==> src/rtl/mem_wb_skid_reg.sv <==
// MEM/WB pipeline register with a 2-entry skid buffer, flush and a writeback forwarding tap.
// Optional performance counters are compiled in when MEM_WB_PERF_EN is defined.
module mem_wb_skid_reg #(
  parameter int unsigned DATA_W    = 32,
  parameter int unsigned WB_W      = 2,
  parameter int unsigned RA_W      = 5,
  parameter int unsigned REGWR_BIT = 1,
  parameter int unsigned M2R_BIT   = 0
) (
  input  logic              clk,
  input  logic              rst_n,
  input  logic              flush,
  input  logic              in_valid,
  output logic              in_ready,
  input  logic [WB_W-1:0]   wb_in,
  input  logic [RA_W-1:0]   rd_in,
  input  logic [DATA_W-1:0] addr_in,
  input  logic [DATA_W-1:0] rdata_in,
  output logic              out_valid,
  input  logic              out_ready,
  output logic [WB_W-1:0]   wb_out,
  output logic [RA_W-1:0]   rd_out,
  output logic [DATA_W-1:0] addr_out,
  output logic [DATA_W-1:0] rdata_out,
  output logic [DATA_W-1:0] wdata_out,
  output logic              fwd_en,
  output logic [RA_W-1:0]   fwd_rd,
`ifdef MEM_WB_PERF_EN
  output logic [31:0]       stall_cnt,
  output logic [31:0]       bubble_cnt,
  output logic [15:0]       flush_cnt,
`endif
  output logic [DATA_W-1:0] fwd_data
);

  typedef struct packed {
    logic [WB_W-1:0]   wb;
    logic [RA_W-1:0]   rd;
    logic [DATA_W-1:0] addr;
    logic [DATA_W-1:0] rdata;
  } entry_t;

  typedef enum logic [1:0] {StEmpty, StOne, StFull} state_e;

  state_e state_q, state_d;
  entry_t h_q, h_d;
  entry_t s_q, s_d;
  logic   in_ready_q, in_ready_d;

  entry_t in_beat;
  logic   accept;
  logic   pop;

  always_comb begin
    in_beat.wb    = wb_in;
    in_beat.rd    = rd_in;
    in_beat.addr  = addr_in;
    in_beat.rdata = rdata_in;
  end

  assign in_ready  = in_ready_q;
  assign out_valid = (state_q != StEmpty);
  assign accept    = in_valid & in_ready_q;
  assign pop       = out_valid & out_ready;

  always_comb begin
    state_d = state_q;
    h_d     = h_q;
    s_d     = s_q;
    if (flush) begin
      // Entry contents are left as-is; only occupancy matters once emptied.
      state_d = StEmpty;
    end else begin
      unique case (state_q)
        StEmpty: begin
          if (accept) begin
            state_d = StOne;
            h_d     = in_beat;
          end
        end
        StOne: begin
          if (accept && !pop) begin
            state_d = StFull;
            s_d     = in_beat;
          end else if (accept && pop) begin
            h_d     = in_beat;
          end else if (pop) begin
            state_d = StEmpty;
          end
        end
        StFull: begin
          if (pop) begin
            state_d = StOne;
            h_d     = s_q;
          end
        end
        default: state_d = StEmpty;
      endcase
    end
    in_ready_d = (state_d != StFull);
  end

  always_ff @(posedge clk) begin
    if (!rst_n) begin
      state_q    <= StEmpty;
      in_ready_q <= 1'b1;
      h_q        <= '0;
      s_q        <= '0;
    end else begin
      state_q    <= state_d;
      in_ready_q <= in_ready_d;
      h_q        <= h_d;
      s_q        <= s_d;
    end
  end

  assign wb_out    = h_q.wb;
  assign rd_out    = h_q.rd;
  assign addr_out  = h_q.addr;
  assign rdata_out = h_q.rdata;
  assign wdata_out = h_q.wb[M2R_BIT] ? h_q.rdata : h_q.addr;
  // x0 is hardwired to zero, so it is never a forwarding source.
  assign fwd_en    = out_valid & h_q.wb[REGWR_BIT] & (h_q.rd != '0);
  assign fwd_rd    = h_q.rd;
  assign fwd_data  = wdata_out;

`ifdef MEM_WB_PERF_EN
  logic [31:0] stall_cnt_q, stall_cnt_d;
  logic [31:0] bubble_cnt_q, bubble_cnt_d;
  logic [15:0] flush_cnt_q, flush_cnt_d;

  always_comb begin
    stall_cnt_d  = stall_cnt_q;
    bubble_cnt_d = bubble_cnt_q;
    flush_cnt_d  = flush_cnt_q;
    if (out_valid && !out_ready) stall_cnt_d = stall_cnt_q + 32'd1;
    if (!out_valid) bubble_cnt_d = bubble_cnt_q + 32'd1;
    if (flush) flush_cnt_d = flush_cnt_q + 16'd1;
  end

  always_ff @(posedge clk) begin
    if (!rst_n) begin
      stall_cnt_q  <= '0;
      bubble_cnt_q <= '0;
      flush_cnt_q  <= '0;
    end else begin
      stall_cnt_q  <= stall_cnt_d;
      bubble_cnt_q <= bubble_cnt_d;
      flush_cnt_q  <= flush_cnt_d;
    end
  end

  assign stall_cnt  = stall_cnt_q;
  assign bubble_cnt = bubble_cnt_q;
  assign flush_cnt  = flush_cnt_q;
`endif

endmodule

==> config.mk <==
export PLATFORM = sky130hd
export DESIGN_NAME = mem_wb_skid_reg
export DESIGN_NICKNAME = d
export VERILOG_FILES = /design/src/rtl/mem_wb_skid_reg.sv
export SDC_FILE = /design/constraint.sdc
export NUM_CORES = 1
export LEC_CHECK = 0
export CAP_MARGIN = 0
export CORE_MARGIN = 2
export CORE_UTILIZATION = 40
export CTS_BUF_LIST = sky130_fd_sc_hd__clkbuf_4 sky130_fd_sc_hd__clkbuf_8
export DETAILED_ROUTE_END_ITERATION = 8
export GPL_TIMING_DRIVEN = 0
export PLACE_DENSITY = 0.76
export SLEW_MARGIN = 40
export SYNTH_ARGS = -nofsm -noshare
export SYNTH_HDL_FRONTEND = slang
export SYNTH_SLANG_ARGS = --single-unit
export TNS_END_PERCENT = 1
==> constraint.sdc <==
create_clock -name clk -period 2.54 [get_ports clk]
set_input_delay 0.762 -clock clk [delete_from_list [all_inputs] [get_ports clk]]
set_output_delay 0.762 -clock clk [all_outputs]
set_load 0.1 [all_outputs]
==> results.sh <==
export IMPL_outcome="complete, but fails checks"
export IMPL_failing_checks="negative setup slack"
export IMPL_fp_dieH_um=133
export IMPL_drv_slew=0
export IMPL_place_detailed_hpwl_mm=13.8
export IMPL_cpMaxStageDelayCell="dfxtp_4"
export IMPL_grt_remaining_overflow=0
export IMPL_setup_reg_to_reg_worst_slack_ps=600
export IMPL_die_w_um=133
export IMPL_max_freq_ghz=0.390
export IMPL_r2r_end="s_q[36]$_SDFFE_PN0P_"
export IMPL_grt_first_pass_wirelength_mm=31.2
export IMPL_grt_antenna_before_repair=0
export IMPL_layout_cells_non_filler=1186
export IMPL_postSynthCellCount=717
export IMPL_io_pins=219
export IMPL_setup_violations_final=9
export IMPL_vdd_drop_max_mv=0.414
export IMPL_main_area_contributors_after_synthesis="dfxtp_1 (43%), nand2_1 (12%), o211a_1 (11%)"
export IMPL_design_core_area_um2=16500
export IMPL_worstPathMaxFanout=7
export IMPL_detailedPlace_worstSlack_ps=-433
export IMPL_synth_top_cell_by_area="dfxtp_1"
export IMPL_postSynthRegisterBits=145
export IMPL_overall_track_demand_over_capacity_in_global_routing_pct=22.5
export IMPL_grt_max_degree=17
export IMPL_final_setup_skew_ps=10.3
export IMPL_placementRows=47
export IMPL_tritoncts="done"
export IMPL_place_port_buffers=217
export IMPL_clock_edge_transition_at_the_registers_on_the_reported_setup_and_hold_paths_ps=80
export IMPL_critPathLaunchType="flip-flop"
export IMPL_timing_max_cap_violations=0
export IMPL_layout_min_cycle_time_ps=2570
export IMPL_cp_end_kind="output port"
export IMPL_worst_path_top_cell_family_by_delay="flip-flops"
export IMPL_clkLatencyLatePin_ps=450
export IMPL_via_count=5920
export IMPL_htree_levels=4
export IMPL_p_leak_uw=0.00519
export IMPL_power_density_cell_area_nw_per_um2=690
export IMPL_drive_above_1_share_pct=29.7
export IMPL_critical_path_max_stage_delay_ps=510
export IMPL_postSynthNetCount=793
export IMPL_main_combinational_cell_family_by_area_after_synthesis="compound AO/OA/AOI/OAI gates"
export IMPL_flow_area_growth_from_synthesis_pct=46.8
export IMPL_clock_tree_buffer_depth=2
export IMPL_wl_per_cell_um=16.9
export IMPL_viasPerCell=4.99
export IMPL_netlist_area_leader_share_pct=43.3
export IMPL_worst_hold_path_endpoint="s_q[62]$_SDFFE_PN0P_"
export IMPL_synth_warning_count=0
export IMPL_critPathKind="reg2out"
export IMPL_netlist_area_um2=6700
export IMPL_synthSimpleGateAreaFrac_pct=13.4
export IMPL_postLayoutCellArea_um2=9830
export IMPL_hold_violations=0
export IMPL_placed_cells_incl_taps=1154
export IMPL_globalplace_congestion=0.788
export IMPL_worst_ep_required_time_ps=1780
export IMPL_detailedRoute_firstPassIterationCount=5
export IMPL_floorplan_initialDensity_pct=40.7
export IMPL_r2r_start="state_q[1]$_SDFF_PN0_"
export IMPL_worst_slew_pin_slew_ps=636
export IMPL_die_area_um2=17800
export IMPL_netlist_cell_type_count=25
export IMPL_timing_hold_worst_class="reg2reg"
export IMPL_grt_setup_unrepaired="true"
export IMPL_timing_hold_worst_start="s_q[62]$_SDFFE_PN0P_"
export IMPL_yosysSeqAreaShare_pct=43.3
export IMPL_count_of_antenna_diodes_in_the_layout=0
export IMPL_detailed_place_area_um2=8670
export IMPL_post_route_drc=0
export IMPL_cells_on_worst_reg2reg_path=5
export IMPL_clock_sink_count=145
export IMPL_clockRootBuffer="clkbuf_8"
export IMPL_cts_hold_buffers=0
export IMPL_final_common_cell="nand2_1"
export IMPL_drt_iter0_drc=239
export IMPL_detail_route_antenna_nets=0
export IMPL_number_of_buffers_and_inverters_on_the_critical_path=3
export IMPL_grt_pass1_vias=5825
export IMPL_synth_area_mux_share_pct=16.0
export IMPL_layout_cells_most_common_list="nand2_1 (214), dfxtp_1 (134), buf_2 (102)"
export IMPL_drt_total_wl_mm=20.0
export IMPL_final_critical_path_setup_slack_ps=-26.4
export IMPL_synth_compound_area_share_pct=19.2
export IMPL_cts_buffers=17
export IMPL_critical_path_arrival_ps=1800
export IMPL_min_period_over_period_pct=101
export IMPL_num_nets_final=1032
export IMPL_synth_adder_area_share_pct=0
export IMPL_hold_path_cell_count=2
export IMPL_synth_avg_cell_area_um2=9.34
export IMPL_synthXorXnorAreaFrac_pct=0.131
export IMPL_slew_limit_headroom_pct=57.6
export IMPL_cp_cell_sequence="clkbuf_16 > mux2_4 > buf_6 > buf_12"
export IMPL_total_of_fill_cells_in_the_finished_design=1447
==> synth_stat cells <==
cell type  instances
dfxtp_1          145
nand3b_4           1
xnor2_1            1
o21ai_0            1
o22ai_1            1
nor3_2             1
mux2i_1           71
clkbuf_1          35
nand2b_1           2
and3b_1            1
nor2b_1            1
mux2_2            32
nand4bb_1          1
nand2_1          214
buf_4             37
o211a_1           72
or3_1              1
buf_2             23
o31ai_4            1
nor3_1             1
or2_2              1
a21boi_1          47
a21boi_0          24
or4_1              1
inv_1              2
==> worst reg2reg max path, delay by kind of cell, from the launching register on <==
| kind | cells | cell delay, ps |
|---|---|---|
| AOI/OAI and AO/OA | 1 | 190 |
| buffers and inverters | 1 | 550 |
| DFF | 1 | 350 |
| and+or+nand+nor | 3 | 760 |
==> cell type report <==
type / instances / area [um^2] / share of cell area, %
plain buffers: 94 / 693 / 7.05
clock inverters: 10 / 161 / 1.64
well taps: 220 / 275 / 2.80
multi-input cells: 475 / 3380 / 34.4
flip-flops and latches: 145 / 2920 / 29.7
inverters: 2 / 7.51 / 0.0763
clock buffers: 19 / 255 / 2.60
repair buffers: 221 / 2140 / 21.8
==> worst max-delay path by stage <==
| stage | end | slack [ps] | start | cells past startpoint |
|---|---|---|---|---|
| 6_report | wdata_out[18] | -30 | wb_out[0]$_SDFFE_PN0P_ | 4 |
| 3_3_place_gp | wdata_out[22] | -980 | wb_out[0]$_SDFFE_PN0P_ | 5 |
| 2_1_floorplan | wdata_out[10] | -10 | wb_out[0]$_SDFFE_PN0P_ | 4 |
| 3_5_place_dp | s_q[29]$_SDFFE_PN0P_ | -430 | out_ready | 6 |
| 5_1_grt | wdata_out[18] | -70 | wb_out[0]$_SDFFE_PN0P_ | 4 |
| 4_1_cts | wdata_out[6] | -50 | wb_out[0]$_SDFFE_PN0P_ | 4 |
==> per-stage QoR <==
step,power [uW],TNS (ps),utilization [%],hold slack (ps)
floorplan,4230,-281,-,434
global placement,4780,-74830,57.0,439
detailed placement,4620,-33400,52.6,444
CTS,6800,-1290,59.4,456
global route,6980,-1550,59.7,471
finish,6780,-121,59.7,455
==> layer usage <==
metal  routed length, um  share of wire (%)  vias up  track usage (%)
met3                1240                6.2       18             5.71
met1                8860                 44     2812             28.7
li1                    -                  -     2895                -
met4                 223                1.1        0             6.09
met5                   0                  0        -                0
met2                9680                 48      195             38.0
==> cell families after synthesis <==
family	count (synthesis)
simple gates	225
compound gates	146
flops	145
mux	103
buf+inv	97
xor+xnor	1
==> repair_timing <==
item,CTS,global route
setup buffers,1,0
setup endpoints to repair,65,63
hold endpoints to repair,0,0
resized for setup,173,13
cloned,3,0
==> registers in the layout (all words and copies together), names as in the netlist <==
name and cells:
s_q 71, addr_out 32, rdata_out 32, fwd_rd 5, state_q 2, wb_out 2, in_ready 1
==> power breakdown <==
group | total (uW) | internal, uW | leakage, uW | switching [uW]
Clock | 1960 | 1090 | 0.000203 | 870
Combinational | 2370 | 704 | 0.00380 | 1670
Sequential | 2450 | 2370 | 0.00119 | 83.8
No activity file was read; power rests on OpenSTA's default activity.
